--- src/rtl/iter_alu.sv ---
// Multi-cycle ALU for the MIPS multi-cycle core: single-cycle logic/arith ops plus
// iterative shift-add multiply and restoring divide behind a start/done handshake.
module iter_alu #(
  parameter int WIDTH = 16
) (
  input  logic             clk,
  input  logic             rst_n,
  input  logic             start,
  input  logic [3:0]       op,
  input  logic [WIDTH-1:0] a,
  input  logic [WIDTH-1:0] b,
  output logic             busy,
  output logic             done,
  output logic [WIDTH-1:0] y,
  output logic [WIDTH-1:0] hi,
  output logic             zero,
  output logic             neg,
  output logic             ovf,
  output logic             divz
);

  localparam int CW = $clog2(WIDTH + 1);

  localparam logic [3:0] OP_AND   = 4'd0;
  localparam logic [3:0] OP_OR    = 4'd1;
  localparam logic [3:0] OP_ADD   = 4'd2;
  localparam logic [3:0] OP_SUB   = 4'd3;
  localparam logic [3:0] OP_NOT   = 4'd4;
  localparam logic [3:0] OP_PASSA = 4'd5;
  localparam logic [3:0] OP_PASSB = 4'd6;
  localparam logic [3:0] OP_SLT   = 4'd7;
  localparam logic [3:0] OP_MULU  = 4'd8;
  localparam logic [3:0] OP_DIVU  = 4'd9;

  typedef enum logic [1:0] {IDLE, MUL, DIV} state_t;

  state_t           state_q, state_d;
  logic [CW-1:0]    cnt_q, cnt_d;
  logic [WIDTH-1:0] opnd_q, opnd_d;
  logic [WIDTH-1:0] workHi_q, workHi_d;
  logic [WIDTH-1:0] workLo_q, workLo_d;
  logic [WIDTH-1:0] y_q, y_d;
  logic [WIDTH-1:0] hi_q, hi_d;
  logic             ovf_q, ovf_d;
  logic             divz_q, divz_d;
  logic             done_q, done_d;

  logic [WIDTH-1:0] addRes, subRes, aluY;
  logic             aluOvf;
  logic [WIDTH:0]   mulSum, divShift, divDiff;

  // Single-cycle result, evaluated on the live operands and only registered on accept
  always_comb begin
    addRes = a + b;
    subRes = a - b;
    aluY   = '0;
    aluOvf = 1'b0;
    case (op)
      OP_AND:   aluY = a & b;
      OP_OR:    aluY = a | b;
      OP_ADD: begin
        aluY   = addRes;
        aluOvf = (a[WIDTH-1] == b[WIDTH-1]) && (addRes[WIDTH-1] != a[WIDTH-1]);
      end
      OP_SUB: begin
        aluY   = subRes;
        aluOvf = (a[WIDTH-1] != b[WIDTH-1]) && (subRes[WIDTH-1] != a[WIDTH-1]);
      end
      OP_NOT:   aluY = ~b;
      OP_PASSA: aluY = a;
      OP_PASSB: aluY = b;
      OP_SLT:   aluY = {{(WIDTH-1){1'b0}}, ($signed(a) < $signed(b))};
      default:  aluY = '0;
    endcase
  end

  // One iteration step; the divider's negative trial difference shows in the top bit
  always_comb begin
    mulSum   = {1'b0, workHi_q} + (workLo_q[0] ? {1'b0, opnd_q} : '0);
    divShift = {workHi_q, workLo_q[WIDTH-1]};
    divDiff  = divShift - {1'b0, opnd_q};
  end

  always_comb begin
    state_d  = state_q;
    cnt_d    = cnt_q;
    opnd_d   = opnd_q;
    workHi_d = workHi_q;
    workLo_d = workLo_q;
    y_d      = y_q;
    hi_d     = hi_q;
    ovf_d    = ovf_q;
    divz_d   = divz_q;
    done_d   = 1'b0;
    case (state_q)
      IDLE: begin
        if (start) begin
          if (op == OP_MULU) begin
            opnd_d   = a;
            workHi_d = '0;
            workLo_d = b;
            cnt_d    = '0;
            state_d  = MUL;
          end else if (op == OP_DIVU && b != '0) begin
            opnd_d   = b;
            workHi_d = '0;
            workLo_d = a;
            cnt_d    = '0;
            state_d  = DIV;
          end else if (op == OP_DIVU) begin
            y_d    = '1;
            hi_d   = a;
            ovf_d  = 1'b0;
            divz_d = 1'b1;
            done_d = 1'b1;
          end else begin
            y_d    = aluY;
            hi_d   = '0;
            ovf_d  = aluOvf;
            divz_d = 1'b0;
            done_d = 1'b1;
          end
        end
      end
      MUL, DIV: begin
        if (cnt_q == CW'(WIDTH)) begin
          y_d     = workLo_q;
          hi_d    = workHi_q;
          ovf_d   = 1'b0;
          divz_d  = 1'b0;
          done_d  = 1'b1;
          state_d = IDLE;
        end else begin
          cnt_d = cnt_q + CW'(1);
          if (state_q == MUL) begin
            workHi_d = mulSum[WIDTH:1];
            workLo_d = {mulSum[0], workLo_q[WIDTH-1:1]};
          end else if (!divDiff[WIDTH]) begin
            workHi_d = divDiff[WIDTH-1:0];
            workLo_d = {workLo_q[WIDTH-2:0], 1'b1};
          end else begin
            workHi_d = divShift[WIDTH-1:0];
            workLo_d = {workLo_q[WIDTH-2:0], 1'b0};
          end
        end
      end
      default: state_d = IDLE;
    endcase
  end

  always_ff @(posedge clk or negedge rst_n) begin
    if (!rst_n) begin
      state_q  <= IDLE;
      cnt_q    <= '0;
      opnd_q   <= '0;
      workHi_q <= '0;
      workLo_q <= '0;
      y_q      <= '0;
      hi_q     <= '0;
      ovf_q    <= 1'b0;
      divz_q   <= 1'b0;
      done_q   <= 1'b0;
    end else begin
      state_q  <= state_d;
      cnt_q    <= cnt_d;
      opnd_q   <= opnd_d;
      workHi_q <= workHi_d;
      workLo_q <= workLo_d;
      y_q      <= y_d;
      hi_q     <= hi_d;
      ovf_q    <= ovf_d;
      divz_q   <= divz_d;
      done_q   <= done_d;
    end
  end

  assign busy = (state_q != IDLE);
  assign done = done_q;
  assign y    = y_q;
  assign hi   = hi_q;
  assign zero = (y_q == '0);
  assign neg  = y_q[WIDTH-1];
  assign ovf  = ovf_q;
  assign divz = divz_q;

endmodule

--- config.mk ---
export PLATFORM = sky130hd
export DESIGN_NAME = iter_alu
export DESIGN_NICKNAME = d
export VERILOG_FILES = /design/src/rtl/iter_alu.sv
export SDC_FILE = /design/constraint.sdc
export NUM_CORES = 1
export LEC_CHECK = 0
export ABC_AREA = 0
export BUFFER_PORTS_ARGS = -buffer_cell sky130_fd_sc_hd__buf_2
export CELL_PAD_IN_SITES_DETAIL_PLACEMENT = 0
export CELL_PAD_IN_SITES_GLOBAL_PLACEMENT = 1
export CORE_UTILIZATION = 42
export CTS_CLUSTER_DIAMETER = 80
export DETAILED_ROUTE_END_ITERATION = 16
export MAX_ROUTING_LAYER = met4
export PLACE_DENSITY_LB_ADDON = 0.1
export SYNTH_ARGS = -nofsm -noshare
export SYNTH_HDL_FRONTEND = slang
export SYNTH_SLANG_ARGS = --single-unit
export TNS_END_PERCENT = 10
--- constraint.sdc ---
create_clock -name clk -period 2.8 [get_ports clk]
set_clock_uncertainty 0.05 [all_clocks]
set_input_delay 0.56 -clock clk [delete_from_list [all_inputs] [get_ports clk]]
set_output_delay 0.56 -clock clk [all_outputs]
set_load 0.02 [all_outputs]
==> After elaboration in Yosys (flattened, before gate mapping) <==
Index checks and enable logic that the tools add are counted.
W data, S select, Z words.
{ "classes": {"order_cmp": 1, "n_reduce_logical": 15, "n_bitwise": 3, "add_sub_neg": 5, "n_eq_ne": 22, "muxes": 57} }
{ "op_table": {"columns": ["cell", "count"], "rows": [
  ["$mux W16", 24],
  ["$pmux W16 S2", 4],
  ["$pmux W16 S8", 1],
  ["$mux W5", 4],
  ["$add A16 B16 Y17", 1],
  ["$sub A17 B16 Y17", 1],
  ["$add A16 B16 Y16", 1],
  ["$and A16 B16 Y16", 1],
  ["$eq A4 B3 Y1 const B", 4],
  ["$logic_not A16 Y1", 1],
  ["$lt A16 B16 Y1", 1],
  ["$not A16 Y16", 1],
  ["$or A16 B16 Y16", 1],
  ["$reduce_bool A16 Y1", 1],
  ["$sub A16 B16 Y16", 1],
  ["$mux W1", 14],
  ["$ne A2 B2 Y1 const B", 5],
  ["$pmux W5 S2", 1],
  ["$eq A4 B2 Y1 const B", 2],
  ["$eq A4 B4 Y1 const B", 2],
  ["$mux W2", 4],
  ["$pmux W1 S2", 4],
  ["$reduce_and A3 Y1", 2],
  ["$reduce_bool A2 Y1", 3],
  ["15 further kinds", 19]
]} }
{ "totals": {"regBits": 90, "in_bits": 39, "word_cells": 113, "output_inout_bits": 38} }

==> Logic depth before layout (Yosys ltp) <==
{ "depth": {"depth_word": 9, "depth_mapped": 13, "depth_no_buf": 12} }

==> Worst setup path before layout <==
Ideal clock, no wire load.
{ "synth_timing": {"kind": "reg2reg", "start": "register workLo_q[15]", "end": "register workHi_q[10]", "t_required_ps": 2617, "arrival_ps": 2824, "setup_time_ps": 133, "synth_period_minus_slack_ps": 3007, "n_path_buf": 1, "path_slack_ps": -207, "stages_incl_launch_ff": 14, "cell_sequence": "dfrtp_1 inv_1 ha_1 inv_1 fa_1 a211oi_2 o21ai_2 o311ai_4 o21ai_2 a211o_2 xor2_4 buf_6 mux2i_1 o21ai_1"} }
{ "synth_via": {"elab_chain_len": 5} }
{ "synth_rtl": {"columns": ["element", "line", "source"], "rows": [
  ["start, declared", "41", "logic [WIDTH-1:0] workLo_q, workLo_d;"],
  ["start signal, assigned", "168", "workLo_q <= workLo_d;"],
  ["$sub A17 B16 Y17", "81", "divDiff = divShift - {1'b0, opnd_q};"],
  ["$mux W16", "138", "end else if (!divDiff[WIDTH]) begin"],
  ["$mux W16", "135", "if (state_q == MUL) begin"],
  ["$mux W16", "126", "if (cnt_q == CW'(WIDTH)) begin"],
  ["$pmux W16 S2", "95", "case (state_q)"],
  ["end signal, assigned", "167", "workHi_q <= workHi_d;"],
  ["end, declared", "40", "logic [WIDTH-1:0] workHi_q, workHi_d;"]
]} }
No other way between the ends. The select of a mux whose other input is x is not followed.
A chain may end at the register's enable or synchronous reset.

==> Worst setup path in the final report <==
{ "layout_timing": {"start": "register opnd_q[0]", "end": "register workHi_q[0]"} }
{ "layout_via": {"elab_chain_len": 5, "elab_cells_between_ends": 7, "cone_classes": "add/sub: 2; mux: 5"} }
{ "layout_rtl": {"columns": ["element", "line", "source"], "rows": [
  ["start, declared", "39", "logic [WIDTH-1:0] opnd_q, opnd_d;"],
  ["start signal, assigned", "166", "opnd_q <= opnd_d;"],
  ["$sub A17 B16 Y17 or $mux W16 (tied branches)", "81, 79", null],
  ["$mux W16 or $add A16 B16 Y17 (tied branches)", "138, 79", null],
  ["$mux W16 *", "135", null],
  ["$mux W16 *", "126", null],
  ["$pmux W16 S2 *", "95", null]
]} }
Mark *: on every way between the ends. The rest lies on a longest branch, timed or not. The select of a mux whose other input is x is not followed.

==> out/metrics.csv <==
stage,metric,value,unit
outcome,status,"complete, but fails checks",
outcome,violations,negative setup slack,
sta,rsz0062_at_grt,true,
finish,layout-drive-gt1-share,25.4,%
clocking,clock-sinks,90,
finish,areaGrowthSynthToFinish,28.8,%
clocking,cts_max_level,3,
clocking,cts_root_buf,clkbuf_16,
critical_path,cp-start-kind,register,
global_route,grt.overflow.total,0,
sta,finalCriticalPeriod,3040,ps
power,powerDensity,864,nW/µm²
global_route,grt_use_met1,46.2,%
floorplanning,io_pins,77,
floorplanning,dieArea,22100,µm²
route,drc,0,
critical_path,cp-end-kind,register,
sta,timing.hold.ws,82.4,ps
floorplanning,die_w,149,µm
route,dr.first_iter.drc_count,795,
global_route,use_met3,5.64,%
finish,n_antenna_cell,0,
clocking,cts_buffer_depth,2,
global_route,grt_max_degree,39,
global_route,met2_usage,46.7,%
sta,clock.fmax,329,MHz
sta,fin_ws,-241,ps
global_route,grt_most_used_layer,met2,
placement,place.gp.congestion,0.942,
synthesis,synth.distinct_cells,72,
global_route,grt_pass1_vias,9002,
synthesis,synth-seq-cells,90,
sta,worst_slew_pin_slew,738,ps
critical_path,rrSetupSlack,-240,ps
min_path,hold_class,in -> async,
critical_path,crit_start,opnd_q[0],
power,irDropWorstVdd,0.814,mV
critical_path,reg2reg_depth,13,
placement,pre_cts_slack,-346,ps
placement,io_buffer_count,76,
critical_path,cp_max_fo,8,
placement,dp_hpwl,27200,µm
clocking,cts_tree,built,
synthesis,ys_seq_area_share,25.0,%
synthesis,yosysWarnings,0,
floorplanning,die_h,149,µm
route,routed_wl,34200,µm
critical_path,crit_path_end,workHi_q[0],
route,antenna_left,0,
critical_path,reg2reg_from,opnd_q[0],
finish,nets,1515,
clocking,postCtsHoldBufs,0,
route,drt_first_pass_iters,6,
clocking,clock_latency,360,ps
global_route,antenna_found_initial,0,
power,p_leak,0.00556,µW
clocking,cts_buffers,9,
power,total_power,10000,µW
finish,post-route-util,55.3,%
floorplanning,initial_utilization,42.9,%
critical_path,reg2reg_to,workHi_q[0],
sta,hold_viol,0,
sta,finalCritPeriodShare,109,%
global_route,grt_pass1_wl,52200,µm
synthesis,synth-edff-count,0,
synthesis,synth_area_per_cell,7.83,µm²
floorplanning,num_rows,53,
global_route,track_usage,32.4,%
route,num_vias,9601,
sta,finalSetupViolations,17,
sta,slew_violations,0,
synthesis,syn_inst,1153,
sta,slew_headroom,50.8,%
synthesis,synthArstFlopShare,100,%
route,wl_per_cell,20.6,µm
route,via_per_inst,5.79,
synthesis,syn_nets,1288,
synthesis,synthFlopType,dfrtp_1,
synthesis,syn_area,9020,µm²
clocking,cts.clk_slew.worst_paths,70,ps
critical_path,worstPathArrival,3280,ps
critical_path,cp.required,3040,ps
critical_path,path_class,reg -> reg,
run,max-cap-violations,0,
floorplanning,core-area,21000,µm²
[registers in the layout, summed over array words and instances, names as in the netlist]
| register | cells |
|---|---|
| cnt_q | 5 |
| state_q | 2 |
| workLo_q | 16 |
| done | 1 |
| opnd_q | 16 |
| workHi_q | 16 |
| ovf | 1 |
| divz | 1 |
| hi | 16 |
| y | 16 |
[area by class of cell]
cell class / count / area (µm²)
multi-input cells: 920 / 6430
clock buffers: 10 / 239
fillers: 2020 / 9400
inverters: 80 / 300
flip-flops and latches: 90 / 2250
well taps: 275 / 344
clock inverters: 5 / 37.5
repair buffers: 279 / 2020
[cells by family (layout without fill, tap and decap cells)]
family | after synthesis | after routing | synth area share, %
flops | 90 | 90 | 25.0
xor+xnor | 33 | 33 | 3.41
simple gates | 342 | 342 | 17.8
mux | 53 | 53 | 5.96
compound gates | 396 | 396 | 27.9
fa+ha+maj | 96 | 96 | 13.6
buf+inv | 143 | 374 | 6.27
[worst max-delay path: stages, from the launching register on]
cell and delay [ps]:
dfrtp_1 380, buf_6 120, ha_4 130, inv_2 30, fa_2 340, a211oi_2 230
o21ai_2 110, o311ai_4 270, o21ai_2 100, a211o_4 370, xor2_4 240, buf_12 180
mux2_4 310, o21ai_2 120
[synth_stat cells (13+ instances only)]
master | number | share of area [%]
and2_1 | 21 | 1.5
nand3_1 | 15 | 0.83
nand2_1 | 133 | 5.5
inv_1 | 80 | 3.3
a21oi_1 | 97 | 5.4
xor2_1 | 13 | 1.3
ha_1 | 92 | 13
nor2_1 | 75 | 3.1
a31oi_1 | 17 | 1.2
o21bai_1 | 16 | 1.3
dfrtp_1 | 90 | 25
a21o_1 | 15 | 1.2
o21ai_0 | 114 | 6.3
clkbuf_1 | 44 | 1.8
mux2i_1 | 50 | 5.5
xnor2_1 | 19 | 1.8
nor4_1 | 16 | 1.1
a22oi_1 | 18 | 1.5
and3_1 | 24 | 1.7
nor3_1 | 18 | 1.0
[how the worst min path moves through the flow]
stage / startpoint / slack (ps) / to / depth (start not counted)
6_report: rst_n / 80 / hi[15] / 1
2_1_floorplan: rst_n / 210 / cnt_q[0] / 0
3_5_place_dp: hi[8] / 420 / hi[8] / 2
3_3_place_gp: hi[0] / 410 / hi[0] / 2
4_1_cts: rst_n / 100 / hi[15] / 1
5_1_grt: rst_n / 130 / hi[15] / 1
[power by group]
| part | total [µW] | switching [µW] | internal, µW |
|---|---|---|---|
| logic | 6390 | 3620 | 2770 |
| clock network | 1210 | 583 | 628 |
| registers | 2440 | 602 | 1840 |
| total | 10000 | 4800 | 5240 |
[timing repair]
action / in CTS / in global routing
cloned: 0 / 1
setup endpoints to repair: 17 / 46
resized for setup: 4 / 33
pin swaps: 0 / 4
buffers inserted: 0 / 3
[per-layer routing]
metal / wire length [µm] / up-vias
met5: 0 / -
met4: 663 / 0
met3: 2780 / 47
met2: 14700 / 370
met1: 16100 / 4553
li1: - / 4631
[per-stage QoR]
stage	area [µm²]	cells	setup TNS, ps
global placement	11100	1640	-7800
detailed placement	11100	1640	-9870
floorplan	9030	1153	-1290
CTS	11400	1655	-2700
finish	11600	1659	-2690
global route	11600	1659	-4800
[cell usage in the layout, fill, tap and decap left out, types with 9 or more instances in the layout]
cell type | netlist | layout
nand4_1 | 10 | 10
a221oi_1 | 10 | 10
o21ai_0 | 114 | 112
a21o_1 | 15 | 14
buf_2 | 11 | 75
dfrtp_1 | 90 | 90
nand3_1 | 15 | 13
a31oi_1 | 17 | 13
a22oi_1 | 18 | 18
o21bai_1 | 16 | 16
xor2_1 | 13 | 13
and3_1 | 24 | 23
clkbuf_16 | 0 | 10
a21oi_1 | 97 | 94
nor2_1 | 75 | 73
o2111ai_1 | 11 | 9
o21ai_1 | 9 | 11
and2_1 | 21 | 21
nand2_1 | 133 | 133
nor4_1 | 16 | 14
nor3_1 | 18 | 14
inv_1 | 80 | 78
ha_1 | 92 | 90
buf_4 | 2 | 195
nand2b_1 | 11 | 11
xnor2_1 | 19 | 19
mux2i_1 | 50 | 50
(Power assumes the default switching activity.)
